`src/rtl/imem_boot_loader.sv`:
```
// imem_boot_loader: synthesizable instruction-memory boot path for the
// single-cycle RISC-V core.
//
// Sequence on start:
//   1. Optionally FILL the whole IM with NOP_WORD, one word per cycle.
//   2. LOAD program words from a valid/ready stream into consecutive
//      addresses, starting at base_addr.
//   3. DRAIN the last registered write.
//   4. Enter DONE and release the core reset.
//
// All IM write-port signals and status flags are registered.
module imem_boot_loader #(
  parameter int              XLEN         = 32,
  parameter int              ADDR_W       = 10,
  parameter int              FILL_ON_BOOT = 1,
  parameter logic [XLEN-1:0] NOP_WORD     = 32'h0000_0013
) (
  input  logic              clk,
  input  logic              rst,
  input  logic              start,
  input  logic [ADDR_W-1:0] base_addr,
  input  logic              s_valid,
  input  logic [XLEN-1:0]   s_data,
  input  logic              s_last,
  output logic              s_ready,
  output logic              im_we,
  output logic [ADDR_W-1:0] im_addr,
  output logic [XLEN-1:0]   im_wdata,
  output logic              core_rst,
  output logic              busy,
  output logic              done,
  output logic              err,
  output logic [ADDR_W:0]   word_count,
  output logic [XLEN-1:0]   checksum
);

  localparam int                DEPTH     = 2 ** ADDR_W;
  localparam logic [ADDR_W-1:0] LAST_ADDR = ADDR_W'(DEPTH - 1);

  typedef enum logic [2:0] {
    S_IDLE,
    S_FILL,
    S_LOAD,
    S_DRAIN,
    S_DONE
  } state_t;

  state_t              r_state;
  logic [ADDR_W-1:0]   r_ptr;
  logic                r_we;
  logic [ADDR_W-1:0]   r_addr;
  logic [XLEN-1:0]     r_wdata;
  logic                r_core_rst;
  logic                r_ready;
  logic                r_busy;
  logic                r_done;
  logic                r_err;
  logic [ADDR_W:0]     r_wcnt;
  logic [XLEN-1:0]     r_csum;

  logic                w_hs;
  logic                w_final;

  // Wrapping checksum accumulate; any carry out of XLEN is discarded.
  function automatic logic [XLEN-1:0] f_csum_add(input logic [XLEN-1:0] acc,
                                                 input logic [XLEN-1:0] word);
    f_csum_add = acc + word;
  endfunction

  // Handshake and end-of-image detection for the current LOAD beat.
  // A word accepted at the top address ends the image even without s_last,
  // so the pointer never wraps back into low memory.
  always_comb begin
    w_hs    = s_valid & r_ready;
    w_final = s_last | (r_ptr == LAST_ADDR);
  end

  // Boot sequencer: a single FSM with every output registered.
  always_ff @(posedge clk or posedge rst) begin
    if (rst) begin
      r_state    <= S_IDLE;
      r_ptr      <= '0;
      r_we       <= 1'b0;
      r_addr     <= '0;
      r_wdata    <= '0;
      r_core_rst <= 1'b1;
      r_ready    <= 1'b0;
      r_busy     <= 1'b0;
      r_done     <= 1'b0;
      r_err      <= 1'b0;
      r_wcnt     <= '0;
      r_csum     <= '0;
    end else begin
      case (r_state)
        S_IDLE, S_DONE: begin
          if (start) begin
            r_err      <= 1'b0;
            r_wcnt     <= '0;
            r_csum     <= '0;
            r_ptr      <= base_addr;
            r_core_rst <= 1'b1;
            r_done     <= 1'b0;
            r_busy     <= 1'b1;
            if (FILL_ON_BOOT != 0) begin
              r_state <= S_FILL;
              r_we    <= 1'b1;
              r_addr  <= '0;
              r_wdata <= NOP_WORD;
            end else begin
              r_state <= S_LOAD;
              r_ready <= 1'b1;
            end
          end
        end

        S_FILL: begin
          // r_addr is the fill cursor; the write at LAST_ADDR is the final one.
          if (r_addr == LAST_ADDR) begin
            r_we    <= 1'b0;
            r_state <= S_LOAD;
            r_ready <= 1'b1;
          end else begin
            r_addr <= r_addr + 1'b1;
          end
        end

        S_LOAD: begin
          r_we <= w_hs;
          if (w_hs) begin
            r_addr  <= r_ptr;
            r_wdata <= s_data;
            r_wcnt  <= r_wcnt + 1'b1;
            r_csum  <= f_csum_add(r_csum, s_data);
            if (w_final) begin
              r_ready <= 1'b0;
              r_state <= S_DRAIN;
              r_err   <= ~s_last;
            end else begin
              r_ptr <= r_ptr + 1'b1;
            end
          end
        end

        S_DRAIN: begin
          // The last word is on the write port this cycle; the core is
          // released only once that write has landed.
          r_we       <= 1'b0;
          r_state    <= S_DONE;
          r_busy     <= 1'b0;
          r_done     <= 1'b1;
          r_core_rst <= 1'b0;
        end

        default: begin
          r_state <= S_IDLE;
        end
      endcase
    end
  end

  // Drive the ports from the registered state.
  always_comb begin
    s_ready    = r_ready;
    im_we      = r_we;
    im_addr    = r_addr;
    im_wdata   = r_wdata;
    core_rst   = r_core_rst;
    busy       = r_busy;
    done       = r_done;
    err        = r_err;
    word_count = r_wcnt;
    checksum   = r_csum;
  end

endmodule

```
`config.mk`:
```
export PLATFORM = sky130hd
export DESIGN_NAME = imem_boot_loader
export DESIGN_NICKNAME = d
export VERILOG_FILES = /design/src/rtl/imem_boot_loader.sv
export SDC_FILE = /design/constraint.sdc
export NUM_CORES = 1
export LEC_CHECK = 0
export CAP_MARGIN = 20
export CORE_MARGIN = 2
export CORE_UTILIZATION = 46
export DETAILED_ROUTE_END_ITERATION = 12
export PLACE_DENSITY = 0.81
export SLEW_MARGIN = 20
export SYNTH_ARGS = -nofsm -noshare
export SYNTH_HDL_FRONTEND = slang
export SYNTH_SLANG_ARGS = --single-unit
export TNS_END_PERCENT = 1
```
`constraint.sdc`:
```
create_clock -name clk -period 3.5 [get_ports clk]
set_input_delay 0.7 -clock clk [delete_from_list [all_inputs] [get_ports clk]]
set_output_delay 0.7 -clock clk [all_outputs]
set_load 0.05 [all_outputs]
```
==> run_results.csv <==
group,metric,value,unit
clocking,cts_tree,"yes",
route,post_drt_via_cell_ratio,5.81,
synthesis,syn_nets,723,
layout,fin_util,63.3,%
placement,globalplace.congestion,0.912,
synthesis,synth_top_family_by_area,"compound AO/OA/AOI/OAI gates",
layout,fillCellCount,1043,
synthesis,netlist_instances,641,
route,via_count,5640,
synthesis,ys_seq_area_share,43.8,%
synthesis,synthSimpleGateAreaFrac,15.0,%
setup_path,critPathMostFrequentCell,"o211ai_1",
synthesis,synth_flop_cell,"dfrtp_1",
setup_path,worstPathRequired,3.79,ns
synthesis,synth_most_common_cell,"dfrtp_1",
power,peakVddDrop,0.000589,V
floorplanning,rows,41,
setup_path,cp_top_family,"simple AND/OR/NAND/NOR gates",
layout,drive_gt1_share,7.39,%
outcome,run_status,"finished clean",
global_routing,grt_overflow,0,
setup_path,setup.worst_path.start_class,"primary input",
placement,hpwl,11900,µm
hold_path,min_from,"im_wdata[26]",
clocking,htree_levels,3,
placement,place_area,7660,µm²
synthesis,synth-seq-cells,104,
layout,ff_latch_area,2600,µm²
route,final_antenna_net_count,0,
clocking,post_cts_buffers,0,
placement,dp_cells,954,
timing,finalSetupViolCount,0,
route,routed_wl,16300,µm
placement,dp_slack,-0.142,ns
clocking,cts_made_buffers,9,
setup_path,cp-end-kind,"register",
synthesis,yosys.area_share.xor_xnor,4.57,%
floorplanning,die-area,13800,µm²
timing,fmax,303,MHz
setup_path,slowest_delay,0.52,ns
clocking,clk_pin_slew,0.07,ns
floorplanning,io_pins,138,
timing,fin_skew,0.00482,ns
timing,holdWs,0.506,ns
layout,final_nets,875,
synthesis,async_flop_share,100,%
synthesis,yosys_warnings,0,
setup_path,critPathMaxFanout,4,
setup_path,crit_type,"in2reg",
clocking,hold_buffers,0,
timing,finalMaxSlewViolations,0,
route,wire_per_inst,16.8,µm
power,power_per_cell_area,922,nW/µm²
setup_path,crit_path_top_delay_cell,"clkdlybuf4s50_1",
floorplanning,start_util,47.1,%
synthesis,syn-cell-area,5940,µm²
layout,design_area,7990,µm²
clocking,clk_latency,0.35,ns
synthesis,netlist_top_cells_count,"dfrtp_1 (103), o21ai_0 (70), nand2_1 (63)",
timing,period_needed,3.30,ns
clocking,cts-root-buf,"clkbuf_16",
setup_path,timing.rr.start,"checksum[17]",
floorplanning,coreArea,12600,µm²
timing,slew_headroom,35.9,%
global_routing,antenna_found_initial,0,
power,leakagePower,0.00355,µW
placement,io_buffers,137,
synthesis,synth_compound_area_share,25.4,%
synthesis,synthMuxAreaShare,0.506,%
floorplanning,die_w,118,µm
synthesis,avgSynthCellArea,9.26,µm²
setup_path,crit_chain,"clkdlybuf4s50_1 > ha_1 > inv_1 > fa_1 > nor2b_1 > o211ai_1 > a31oi_1 > nor3_1 > o21a_1 > o211ai_1 > nand2_1 > or3_1 > nand3_1",
layout,multi_input_area,3160,µm²
synthesis,synth_edf_count,0,
clocking,cts.sinks,104,
layout,area.growth.synth_to_final,34.6,%
setup_path,cp.buffers_inverters,2,
global_routing,grt_first_pass_wirelength,27400,µm
layout,diodes,0,
timing,timing.final.crit_share,94.3,%
timing,hold_violations,0,
route,drc,0,
synthesis,synthAdderAreaFrac,7.50,%
setup_path,arrival,3.59,ns
timing,fin_ws,0.199,ns
route,drt_iter0_markers,471,
synthesis,synth_top_area_share,43.4,%
global_routing,grt_pass1_vias,5693,
timing,rsz0062_at_grt,"no",
global_routing,grt_max_degree,46,
layout,finalNonFillerCells,970,
route,dr.pass1.iters,5,
synthesis,synth_top_cell_by_area,"dfrtp_1",
setup_path,worstSetupStartpoint,"s_data[0]",
job,max_cap_viol_count,0,
floorplanning,die_y,118,µm
synthesis,post_synth_num_cell_types,57,
clocking,max-clock-path-buffers,2,
synthesis,synth_area_leaders,"dfrtp_1 (43%), ha_1 (7.2%), o21ai_0 (5.9%)",
hold_path,hold_path.class,"reg2reg",
global_routing,grt_usage,23.8,%
clocking,post_cts_resized,0,
timing,worst_pin_slew,0.955,ns
## state kept, by name, indices dropped and copies added, names as in the netlist
register    flops
busy            1
checksum       32
core_rst        1
done            1
err             1
im_addr        10
im_wdata       32
im_we           1
r_ptr          10
r_state         3
s_ready         1
word_count     11
## cell type report
type / count / area share, %
Multi-Input combinational cell: 488 / 39.5
Sequential cell: 104 / 32.6
Timing Repair Buffer: 169 / 20.2
Clock buffer: 11 / 3.04
Tap cell: 172 / 2.69
Inverter: 21 / 1.02
Clock inverter: 5 / 1.00
## metrics by stage
stage          power, µW  setup TNS, ns
3_3_place_gp        6100         -0.284
2_1_floorplan       4850              0
5_1_grt             7810              0
6_report            7370              0
3_5_place_dp        6230         -0.589
4_1_cts             7360              0
## layer usage
metal	GRT usage (%)	vias up	routed length (µm)
li1	-	2666	-
met1	30.4	2742	7120
met2	39.2	205	7790
met3	5.18	27	1020
met4	9.79	0	352
met5	0	-	0
## where the power goes
group	switching (µW)	internal, µW
registers	413	1630
clock network	450	645
logic	2690	1530
total	3550	3810
## cell families after synthesis
logic type	count (synthesis)
AOI/OAI and AO/OA	235
xor gates and xnor gates	31
adders and majority gates	35
buffers and inverters	49
DFF	104
muxes	3
and+or+nand+nor	184
## final timing paths
check                           endpoint  slack [ns]  cells after the start
max                         checksum[30]        0.20                     13
min                         im_wdata[26]        0.51                      1
max reg2reg                 checksum[31]        0.63                     11
min reg2reg                 im_wdata[26]        0.51                      1
max in group asynchronous   checksum[13]        1.96                      3
min in group asynchronous  word_count[4]        0.75                      2
## worst reg2reg max path, delay by kind of cell (launching register included)
kind	cells	cell delay (ns)
buffers and inverters	1	0.16
AND/OR/NAND/NOR	5	0.99
AO/OA/AOI/OAI	4	0.85
flip-flops	1	0.40
adder cells (fa/ha/maj)	1	0.36
## cell usage in the layout (no fill, tap or decap), types with 3 or more instances in the layout
master | synthesis | final
a211oi_1 | 3 | 3
a21o_1 | 15 | 15
a21oi_1 | 56 | 56
a22o_1 | 33 | 33
a31oi_1 | 11 | 11
a32o_1 | 4 | 4
a32oi_1 | 3 | 3
a41oi_1 | 3 | 3
and2_1 | 5 | 5
and3_1 | 9 | 8
buf_4 | 0 | 32
clkbuf_16 | 0 | 9
clkdlybuf4s50_1 | 0 | 137
dfrtp_1 | 103 | 103
ha_1 | 34 | 34
inv_1 | 21 | 20
mux2i_1 | 3 | 3
nand2_1 | 63 | 62
nand2b_1 | 9 | 9
nand3_1 | 19 | 19
nand4_1 | 10 | 10
nor2_1 | 40 | 40
nor2b_1 | 4 | 4
nor3_1 | 5 | 5
nor3b_1 | 5 | 4
o211ai_1 | 4 | 4
o21a_1 | 4 | 4
o21ai_0 | 70 | 69
o21ai_1 | 3 | 4
o21bai_1 | 5 | 5
o22a_1 | 3 | 3
o22ai_1 | 5 | 5
or3_1 | 5 | 5
xnor2_1 | 9 | 9
xor2_1 | 22 | 22
Power figures use the tool's default switching activity.
